`src/rtl/alu_arb_pkg.sv`:
```
// ============================================================================
// alu_arb_pkg : shared types and constants for the two-port ALU arbiter
// Revision    : 1.0
// ============================================================================
`default_nettype none

package alu_arb_pkg;

    localparam int DATA_W_DFLT = 16;

    localparam logic [2:0] OP_AND = 3'b000;
    localparam logic [2:0] OP_OR  = 3'b001;
    localparam logic [2:0] OP_ADD = 3'b010;
    localparam logic [2:0] OP_XOR = 3'b011;
    localparam logic [2:0] OP_SUB = 3'b110;

    typedef enum logic [1:0] {
        IDLE = 2'd0,
        EXEC = 2'd1,
        RESP = 2'd2
    } state_t;

endpackage

`default_nettype wire

```
`src/rtl/alu_arbiter_rr_arb2.sv`:
```
// ============================================================================
// rr_arb2  : two-way round-robin pick; on contention the side not granted last wins
// Revision : 1.0
// ============================================================================
`default_nettype none

module rr_arb2 (
    input  logic [1:0] valid,
    input  logic       last_grant,
    output logic       grant,
    output logic       grant_valid
);

    assign grant_valid = |valid;
    assign grant       = valid[1] & (~valid[0] | ~last_grant);

endmodule

`default_nettype wire

```
`src/rtl/alu_arbiter.sv`:
```
// ============================================================================
// alu_arbiter : shares one external combinational ALU between two requesters.
//               Optional ALU_ARB_ZERO_FLAG_EN adds a registered resp_zero output.
// Revision    : 1.0
// ============================================================================
`default_nettype none

module alu_arbiter
    import alu_arb_pkg::*;
#(
    parameter int DATA_W = DATA_W_DFLT
) (
    input  logic              clk,
    input  logic              rst_n,
    input  logic              req0_valid,
    output logic              req0_ready,
    input  logic [2:0]        req0_op,
    input  logic [DATA_W-1:0] req0_a,
    input  logic [DATA_W-1:0] req0_b,
    input  logic              req1_valid,
    output logic              req1_ready,
    input  logic [2:0]        req1_op,
    input  logic [DATA_W-1:0] req1_a,
    input  logic [DATA_W-1:0] req1_b,
    output logic              resp_valid,
    input  logic              resp_ready,
    output logic              resp_id,
    output logic [DATA_W-1:0] resp_data,
    output logic [DATA_W-1:0] alu_a,
    output logic [DATA_W-1:0] alu_b,
    output logic [2:0]        alu_f,
    input  logic [DATA_W-1:0] alu_y,
    output logic              busy
`ifdef ALU_ARB_ZERO_FLAG_EN
    ,
    output logic              resp_zero
`endif
);

    state_t            state, state_nxt;
    logic              last_grant;
    logic              grant, grant_valid;
    logic              accept;
    logic [2:0]        lat_op;
    logic [DATA_W-1:0] lat_a, lat_b;
    logic              lat_id;

    rr_arb2 u_rr_arb2 (
        .valid       ({req1_valid, req0_valid}),
        .last_grant  (last_grant),
        .grant       (grant),
        .grant_valid (grant_valid)
    );

    assign busy = (state != IDLE);

    always_comb begin
        state_nxt  = state;
        accept     = 1'b0;
        req0_ready = 1'b0;
        req1_ready = 1'b0;
        alu_a      = '0;
        alu_b      = '0;
        alu_f      = 3'b000;
        case (state)
            IDLE: begin
                req0_ready = grant_valid & ~grant;
                req1_ready = grant_valid &  grant;
                if (grant_valid) begin
                    accept    = 1'b1;
                    state_nxt = EXEC;
                end
            end
            EXEC: begin
                alu_a     = lat_a;
                alu_b     = lat_b;
                alu_f     = lat_op;
                state_nxt = RESP;
            end
            RESP: begin
                if (resp_valid && resp_ready) state_nxt = IDLE;
            end
            default: state_nxt = IDLE;
        endcase
    end

    always_ff @(posedge clk or negedge rst_n) begin
        if (!rst_n) state <= IDLE;
        else        state <= state_nxt;
    end

    always_ff @(posedge clk or negedge rst_n) begin
        if (!rst_n) begin
            last_grant <= 1'b1;
            lat_op     <= 3'b000;
            lat_a      <= '0;
            lat_b      <= '0;
            lat_id     <= 1'b0;
            resp_data  <= '0;
            resp_id    <= 1'b0;
            resp_valid <= 1'b0;
        end else begin
            if (accept) begin
                last_grant <= grant;
                lat_id     <= grant;
                lat_op     <= grant ? req1_op : req0_op;
                lat_a      <= grant ? req1_a  : req0_a;
                lat_b      <= grant ? req1_b  : req0_b;
            end
            if (state == EXEC) begin
                resp_data <= alu_y;
                resp_id   <= lat_id;
            end
            // RESP opens with one cycle of resp_valid low before the result is offered
            if (state == RESP) begin
                if (!resp_valid)     resp_valid <= 1'b1;
                else if (resp_ready) resp_valid <= 1'b0;
            end
        end
    end

`ifdef ALU_ARB_ZERO_FLAG_EN
    always_ff @(posedge clk or negedge rst_n) begin
        if (!rst_n)              resp_zero <= 1'b0;
        else if (state == EXEC)  resp_zero <= (alu_y == '0);
    end
`endif

endmodule

`default_nettype wire

```
`config.mk`:
```
export PLATFORM = sky130hd
export DESIGN_NAME = alu_arbiter
export DESIGN_NICKNAME = d
export VERILOG_FILES = /design/src/rtl/alu_arb_pkg.sv /design/src/rtl/alu_arbiter_rr_arb2.sv /design/src/rtl/alu_arbiter.sv
export SDC_FILE = /design/constraint.sdc
export NUM_CORES = 1
export LEC_CHECK = 0
export CAP_MARGIN = 20
export CORE_ASPECT_RATIO = 1.25
export CORE_MARGIN = 8
export CORE_UTILIZATION = 42
export DETAILED_ROUTE_END_ITERATION = 10
export GPL_TIMING_DRIVEN = 0
export HOLD_SLACK_MARGIN = 0.02
export PLACE_DENSITY = 0.82
export SLEW_MARGIN = 20
export SYNTH_ARGS = -nofsm -noshare
export SYNTH_HDL_FRONTEND = slang
export SYNTH_SLANG_ARGS = --single-unit
export TNS_END_PERCENT = 10
```
`constraint.sdc`:
```
create_clock -name clk -period 2.6 [get_ports clk]
set_input_delay 0.26 -clock clk [delete_from_list [all_inputs] [get_ports clk]]
set_output_delay 0.26 -clock clk [all_outputs]
set_load 0.02 [all_outputs]
```
[Word-level counts from Yosys, hierarchy flattened]
Index checks and enable logic that the tools add are counted.
Cells by class
  equal/unequal tests: 4
  mux-type cells: 15
  bitwise gates (word level): 7
  reduce and logical (&&, ||, !) cells: 5
Operator list (count)
  2-to-1 mux 16 bit: 4
  2-to-1 mux 1 bit: 6
  2-to-1 mux 3 bit: 2
  one-hot mux 2 bit (3 select lines): 1
  2-to-1 mux 2 bit: 2
  != test 2 bit (second input constant): 2
  bitwise AND 1 bit: 3
  inverter 1 bit: 3
  == test 2 x 1 -> 1 bit (second input constant): 1
  == test 2 bit (second input constant): 1
  zero test 2 bit: 1
  AND reduction 2 bit: 1
  nonzero test 2 bit: 1
  OR reduction 2 bit: 1
  logical AND 1 bit: 1
  OR 1 bit: 1
Word-level totals
  bits in registers: 57
  input bits: 91
  output and inout bits: 56
  word-level logic and storage cells: 40

[Longest topological paths before layout]
Gate-level depths: netlist (run 1).
  word-level depth: 6
  depth in mapped cells: 6
  depth with buffers taken out: 4

[Cells and area by module]
Synthesis (run 1) repeated with hierarchy kept, for this count alone.
Second synthesis, totals
  cell total of the unflattened synthesis: 206
  area, all modules: 2835.2 um^2
By module, submodules not included
  alu_arbiter: times used 1, cells an instance 204, area an instance 2821.5 um^2, seq. area each 1427.6 um^2
  rr_arb2: times used 1, cells an instance 2, area an instance 13.8 um^2, seq. area each 0.0 um^2

[Worst setup path before layout (run 1)]
No wires, ideal clock.
  path kind: register -> output
  start: reg state[1]
  end: out req1_ready
  arrival time: 1.318 ns
  data required time: 2.340 ns
  setup slack: 1.022 ns
  stages on the path, launching flop included: 6
  buffers on the path: 2
  cell sequence: dfrtp_1 nor2_1 buf_4 buf_2 inv_1 nor2_1
Between the ends
  longest elaborated chain between the ends: 2
Ends and longest elaborated chain
  start, declared: line alu_arbiter.sv:40  | state_t state, state_nxt;
  start signal, assigned: line alu_arbiter.sv:89  | else state <= state_nxt;
  zero test 2 bit: line alu_arbiter.sv:65  | case (state)
  2-to-1 mux 1 bit: line alu_arbiter.sv:65
  end, declared: line alu_arbiter.sv:21  | output logic req1_ready,
Every way passes these cells.

[Worst setup path in the final report (run 1)]
  start: reg state[0]
  end: out alu_a[14]
Between the ends
  longest elaborated chain between the ends: 2
Ends and longest elaborated chain
  == test 2 x 1 -> 1 bit: line alu_arbiter.sv:65
  2-to-1 mux 16 bit: line alu_arbiter.sv:65
  end, declared: line alu_arbiter.sv:29  | output logic [DATA_W-1:0] alu_a,
Every way passes these cells.

==> impl_results.md, run 1 <==
* Total vias in the final route at ~2500
* Core Area at slightly above 0.006 mm^2
* Final setup skew at approximately 0.008 ns
* Max IR drop VDD at between 0.0005 and 0.0006 V
* Dominant delay contributor by cell family on the critical path: buffers and inverters
* Transition at the pin with the smallest max-transition slack at about 0.72 ns
* Post-route minimum period at 2.445 ns
* Global route total overflow at 0
* Highest achievable clock rate at 0.4090 GHz
* TritonCTS clock tree: built
* Die H at roughly 110 um
* CP startpoint: state[0]
* Worst skew pair latency at 0.33 ns
* Proportion of synthesized flip-flops having asynchronous set or reset at 1.000
* Seq/Total Area, Yosys at 0.5317
* Pwr Density at around 1200 mW/mm^2
* Maximum fanout along the worst path at 10
* Overall Global Routing Usage at 0.1909
* Final non-filler cell area at between 0.004 and 0.005 mm^2
* Antenna diodes at 0
* Setup slack after placement at approximately 0.36 ns
* Primary flip-flop cell chosen by synthesis mapping: sky130_fd_sc_hd__dfrtp_1
* Setup WS post-layout at between 0.15 and 0.2 ns
* Final Hold Viols at 0
* Cell count after synthesis at 248
* Post-detailed-route count of antenna-violating nets at 0
* Most frequent cell after synthesis: sky130_fd_sc_hd__dfrtp_1
* Leakage power total at between 0.0015 and 0.002 uW
* Final number of max-transition violations at 0
* Post-synthesis average cell area at around 11 um^2
* Period Utilization, post-route at 0.9404
* Seq cells post-synth at 57
* EDFF count, synth at 0
* CP Class: reg -> out
* Detailed-router iteration count before antenna repair at 4
* Clock Tree Buf Depth at 2
* Number of DRC violations after detailed-routing iteration 0 at 67
* Clock root buffer: sky130_fd_sc_hd__clkbuf_8
* Number of top-level pins at around 150
* Count of maximum capacitance violations at 0
* Via count of the first global-routing pass at between 2000 and 3000
* Synthesized area at around 0.0027 mm^2
* Highest cell delay on the worst timing path at 0.63 ns
* Distinct cell type count after synthesis at 25
* Final setup violation count at 0
* Post-detailed-route DRC marker count at 0
* Element type at the critical path start: flop
* Path type of the worst min-delay path: in -> reg
* Buf/Inv on CP at 3
* Reg-to-Reg Start: state[0]
* Row cnt at 32
* Initial antenna violation count at 0
* Wire length of the first global-routing pass at ~14 mm
* Outcome: finished, final reports clean
* Clock Pin Slew Worst Setup and Hold Paths at about 0.070 ns
* Final weighted congestion in routability-driven placement at 0.7832
* Area added between synthesis and finish at 67.33%
* WP data required at between 2 and 2.5 ns
* Largest net degree at the start of global routing at 58
* IO Port Bufs at approximately 150
* CTS sink count at 57
* Pwr Total at 5220 uW
* Cell breakdown of the critical path: nor2b_1 -> buf_2 -> clkbuf_1 -> and2_1 -> clkdlybuf4s50_1
* Average detailed-routed wire length per instance at ~17 um
* Syn_nets at between 300 and 400
* Effective utilization at floorplan at 0.4355
* Setup TNS at 0 ns
* Area share of the leading cell type in the synthesized netlist at 0.5219
* Startpoint of the most critical hold path: req0_b[15]
* Average vias per placed instance at approximately 5
* Critical path endpoint category: output pin
* Worst-case headroom to the max-slew limit at 0.5203
* WP data arrival at 2.18 ns
* Sum of net half-perimeters after detailed placement at about 6.7 mm
* H-tree levels at 3
* Synth area leaders: sky130_fd_sc_hd__dfrtp_1, sky130_fd_sc_hd__and2_1, sky130_fd_sc_hd__a221o_1, sky130_fd_sc_hd__mux2_2, sky130_fd_sc_hd__and3_1
* Top cell types by occurrence after synthesis: sky130_fd_sc_hd__dfrtp_1, sky130_fd_sc_hd__and2_1, sky130_fd_sc_hd__nand2_1
* Die footprint at slightly above 0.009 mm^2
* CP max stage cell: sky130_fd_sc_hd__clkdlybuf4s50_1
* Worst hold margin at approximately 0.48 ns
* Layout net count at a little under 500
* Biggest area consumer among synthesized cells: sky130_fd_sc_hd__dfrtp_1
* Number of warnings printed during yosys synthesis at 0
* Horizontal die dimension at between 80 and 90 um
* Number of CTS-inserted buffers at 9
* Fraction of layout cells with a size suffix above 1 at 0.1268
* Placed Area at 0.004250 mm^2
* Total Routed Length at between 8 and 9 mm
-- worst reg2reg max path, stage by stage (launching register included) --
cell                      delay [ns]
sky130_fd_sc_hd__dfrtp_1        0.40
sky130_fd_sc_hd__nor2_1         0.16
sky130_fd_sc_hd__buf_4          0.19
sky130_fd_sc_hd__nand2_1        0.14
sky130_fd_sc_hd__buf_2          0.22
sky130_fd_sc_hd__a221o_1        0.37
-- worst paths after layout --
| kind | endpoint | slack, ns | cells past startpoint |
|---|---|---|---|
| setup / recovery | alu_a[14] | 0.16 | 5 |
| hold / removal | lat_b[15] | 0.48 | 3 |
| setup reg to reg | lat_b[6] | 1.00 | 5 |
| hold reg to reg | lat_id | 0.49 | 1 |
| max in group asynchronous | lat_a[9] | 1.57 | 2 |
| min in group asynchronous | lat_a[8] | 0.54 | 2 |
-- registers in the layout, summed over array words and instances (netlist names) --
register / flops
resp_data: 16
resp_id: 1
lat_id: 1
state: 2
lat_a: 16
lat_op: 3
resp_valid: 1
last_grant: 1
lat_b: 16
-- through the flow --
stage / utilization / std cells
final: 0.7287 / 495
after detailed placement: 0.6893 / 479
after global placement: 0.6897 / 479
after floorplan: - / 248
after global routing: 0.7287 / 495
after CTS: 0.7281 / 495
-- layout make-up --
| type | count | area (um^2) |
|---|---|---|
| Fill cell | 490 | 1673 |
| Multi-Input combinational cell | 166 | 1109 |
| Clock buffer | 13 | 168.9 |
| Clock inverter | 2 | 60.06 |
| Buffer | 22 | 138.9 |
| Sequential cell | 57 | 1428 |
| Tap cell | 85 | 106.4 |
| Inverter | 3 | 11.26 |
| Timing Repair Buffer | 147 | 1471 |
-- power breakdown --
part	internal [uW]	switching [uW]	total, uW	leakage (uW)
logic	1370	1320	2690	0.00118
registers	1350	224	1570	0.000671
clock network	614	344	958	0.000116
-- per-layer routing --
layer	routed length (um)	up-vias	track usage
met4	182	0	0.07768
met2	4268	107	0.3170
met3	792	15	0.07692
met1	3384	1194	0.2098
li1	-	1193	-
met5	0	-	0
-- placed cells by master (no fill, tap or decap), types with 2 or more instances in the layout --
cell,n
sky130_fd_sc_hd__buf_2,8
sky130_fd_sc_hd__bufinv_16,2
sky130_fd_sc_hd__a21o_1,2
sky130_fd_sc_hd__and3_1,20
sky130_fd_sc_hd__nand2_1,32
sky130_fd_sc_hd__buf_6,5
sky130_fd_sc_hd__clkbuf_1,7
sky130_fd_sc_hd__clkdlybuf4s50_1,144
sky130_fd_sc_hd__and2_1,35
sky130_fd_sc_hd__clkbuf_8,12
sky130_fd_sc_hd__a221o_1,20
sky130_fd_sc_hd__dfrtp_1,56
sky130_fd_sc_hd__a21oi_1,15
sky130_fd_sc_hd__buf_4,3
sky130_fd_sc_hd__inv_1,2
sky130_fd_sc_hd__mux2_2,17
sky130_fd_sc_hd__a31oi_1,15
sky130_fd_sc_hd__nor2_1,2
-- logic make-up after synthesis --
| kind of cell | count (synthesis) | share of synthesized area |
|---|---|---|
| compound gates | 56 | 0.1547 |
| mux | 17 | 0.07129 |
| simple gates | 93 | 0.1869 |
| buf+inv | 25 | 0.05545 |
| flops | 57 | 0.5317 |
-- timing repair --
item | in CTS | in global routing
setup buffers | 0 | 0
hold endpoints to repair | 56 | 0
resized for setup | 0 | 3
hold buffers | 1 | 0
endpoints found under the setup margin | 0 | 8
No activity file was read; power rests on OpenSTA's default activity.
==> inputs of run 2 (changes only) <==
CAP_MARGIN = unset   (was 20)
==> results of run 2 <==
Same layout as run 1: the final DEF is identical, and so are final timing and power.
==> inputs of run 3 (changes only) <==
CORE_UTILIZATION = 39   (was 42)
PLACE_DENSITY = 0.77   (was 0.82)
clock period = 2.38 ns   (was 2.6 ns; I/O delays follow)
==> run 3 against run 2 <==
Against the previous run:
- register-to-register slack lost 0.22 ns
- clock skew down 0.0035 ns
- critical path depth stayed put
- total power rose by 4.7%
- via count shrank 0.56%
- global-route usage shrank 1.6 points
- non-clock buffer count increased by 1
- cell area decreased by 0.33%
==> impl_results.md, run 3 (synthesis results as in run 1) <==
* Outcome: finished, final reports clean
* Most numerous cell on the critical path: sky130_fd_sc_hd__buf_2
* Clock Pin Slew Worst Setup and Hold Paths at 0.07 ns (about the same)
* Maximum fanout along the worst path at 10 (unchanged)
* Layout net count at 498 (+0.20%)
* Path type of the worst min-delay path: in -> async
* Via count of the first global-routing pass at 2705 (+0.67%)
* Largest net degree at the start of global routing at 40 (-31%)
* TritonCTS clock tree: built
* Antenna diodes at 0 (unchanged)
* Die H at 108.8 um (+3.2%)
* Detailed-router iteration count before antenna repair at 4 (unchanged)
* Leakage power total at 0.001979 uW (+0.62%)
* Placed Area at 0.004277 mm^2 (+0.62%)
* Top library cells by usage in the layout, fill and taps aside: sky130_fd_sc_hd__clkdlybuf4s50_1, sky130_fd_sc_hd__dfrtp_1, sky130_fd_sc_hd__and2_1
* Effective utilization at floorplan at 0.3945 (-0.04099)
* Most frequent standard cell in the layout excluding fill and tap cells: sky130_fd_sc_hd__clkdlybuf4s50_1
* Highest achievable clock rate at ~0.44 GHz
* Post-detailed-route DRC marker count at 0 (unchanged)
* Final setup violation count at 0 (unchanged)
* Clock Tree Buf Depth at 2 (unchanged)
* WP data required at 2.14 ns (-0.20 ns)
* Critical path endpoint category: output pin
* Setup bufs post-CTS at 0 (unchanged)
* CTS sink count at 57 (unchanged)
* Count of maximum capacitance violations at 0 (unchanged)
* CP max stage cell: sky130_fd_sc_hd__clkdlybuf4s50_1
* Initial antenna violation count at 0 (unchanged)
* Registers with the highest flip-flop counts: lat_a x16, lat_b x16, resp_data x16
* Sum of net half-perimeters after detailed placement at 6.663 mm (about the same)
* Final setup skew at 0.004474 ns (-0.003525 ns)
* CP Class: reg -> out
* WP data arrival at 2.02 ns (-0.16 ns)
* Final non-filler cell area at 0.004478 mm^2 (-0.33%)
* Worst-case reg-to-reg path depth at 5 (unchanged)
* Final weighted congestion in routability-driven placement at 0.7468 (-4.6%)
* Post-route minimum period at 2.255 ns
* Horizontal die dimension at 90.22 um (+3.1%)
* Overall Global Routing Usage at 0.1748 (-0.01606)
* Wire length of the first global-routing pass at 13.73 mm (+0.41%)
* Number of DRC violations after detailed-routing iteration 0 at 70 (+4.5%)
* Pwr Density at 1221 mW/mm^2 (+5.1%)
* Final number of max-transition violations at 0 (unchanged)
* Worst r2r dst: lat_b[6]
* Highest cell delay on the worst timing path at 0.60 ns (-0.03 ns)
* Reg-to-Reg Start: state[1]
* Total Routed Length at 8.518 mm (-1.3%)
* Fraction of layout cells with a size suffix above 1 at 0.1338 (+0.006991)
* Global route total overflow at 0 (unchanged)
* Average detailed-routed wire length per instance at 17.00 um (-2.5%)
* Post-detailed-route count of antenna-violating nets at 0 (unchanged)
* Count of fill cells added during filler insertion at 575 (+17%)
* IO Port Bufs at 146 (unchanged)
* Final Hold Viols at 0 (unchanged)
* Worst-case headroom to the max-slew limit at 0.6127 (+0.09243)
* Element type at the critical path start: flop
* Number of top-level pins at 147 (unchanged)
* Clock root buffer: sky130_fd_sc_hd__clkbuf_8
* Average vias per placed instance at 4.980 (-1.7%)
* CP startpoint: state[0]
* Setup slack of the most critical reg-to-reg path at 0.78 ns (-0.22 ns)
* Die footprint at 0.009813 mm^2 (+6.4%)
* Period Utilization, post-route at 0.9475
* Number of CTS-inserted buffers at 9 (unchanged)
* Row cnt at 34 (+6.3%)
* Worst skew pair latency at 0.32 ns (about the same)
* Fraction of the core area covered by cells at the end of the flow at 0.6579 (-0.07079)
* H-tree levels at 3 (unchanged)
* Cell breakdown of the critical path: nor2b_1 -> buf_2 -> buf_2 -> and2_1 -> clkdlybuf4s50_1
* RSZ-0062 raised after global routing: no
* Max IR drop VDD at 0.0005744 V (+4.1%)
* Area added between synthesis and finish at 66.78%
* Core Area at 0.006807 mm^2 (+10%)
* Transition at the pin with the smallest max-transition slack at 0.5797 ns (-0.1399 ns)
* Total vias in the final route at 2495 (-0.56%)
==> run 3: cell types whose count changed in the layout (fill, tap and decap cells not counted), sizes merged <==
cell           change
bufinv             -2
clkinv             +1
clkdlybuf4s50      -2
dlymetal6s2s       +1
buf                +2
clkinvlp           +1
clkbuf             -1
dlygate4sd2        +1
==> run 3: how the worst max path moves through the flow <==
stage	end	cells past startpoint
2_1_floorplan	req1_ready	5
3_3_place_gp	resp_data[12]	1
3_5_place_dp	req0_ready	6
4_1_cts	req0_ready	5
5_1_grt	alu_b[1]	5
6_report	alu_b[1]	5
==> run 3: per-stage QoR <==
stage	hold slack [ns]	TNS, ns	setup slack (ns)	std cells	total power (uW)
after floorplan	-0.05759	0	0.8241	248	3399
after detailed placement	0.1315	0	0.1728	485	4693
final	0.3344	0	0.1250	501	5468
after global routing	0.3494	0	0.01308	501	5833
after CTS	0.3355	0	0.03301	501	5535
after global placement	0.4862	-42.70	-0.7640	484	4620
==> run 3: layout make-up <==
type,count,area (um^2),share of cell area
Inverter,3,11.26,0.002515
Multi-Input combinational cell,166,1109,0.2476
Buffer,22,143.9,0.03213
Clock buffer,13,168.9,0.03772
Timing Repair Buffer,148,1493,0.3333
Sequential cell,57,1428,0.3188
Tap cell,90,112.6,0.02515
Clock inverter,2,12.51,0.002794
==> run 3: report_power, final <==
group / leakage [uW] / switching (uW) / internal (uW)
logic: 0.00122 / 1430 / 1510
registers: 0.000671 / 238 / 1470
clock network: 0.0000915 / 364 / 456
==> run 3: what timing repair did <==
item,in CTS,in global routing
gates cloned,0,0
gates resized for setup,4,5
hold buffers,1,0
endpoints found under the hold margin,18,0
endpoints found under the setup margin,31,14
==> run 3: worst max-delay path: cells and delay by family, from the launching register on <==
family / cells / cell delay [ns]
buffers and inverters: 3 / 1.03
flip-flops: 1 / 0.37
AND/OR/NAND/NOR: 2 / 0.30
==> run 3: routing by layer <==
| metal | share of wire | track usage | vias to the layer above |
|---|---|---|---|
| li1 | - | - | 1198 |
| met1 | 0.41 | 0.1989 | 1184 |
| met2 | 0.49 | 0.2966 | 102 |
| met3 | 0.080 | 0.06474 | 11 |
| met4 | 0.015 | 0.06436 | 0 |
| met5 | 0 | 0 | - |
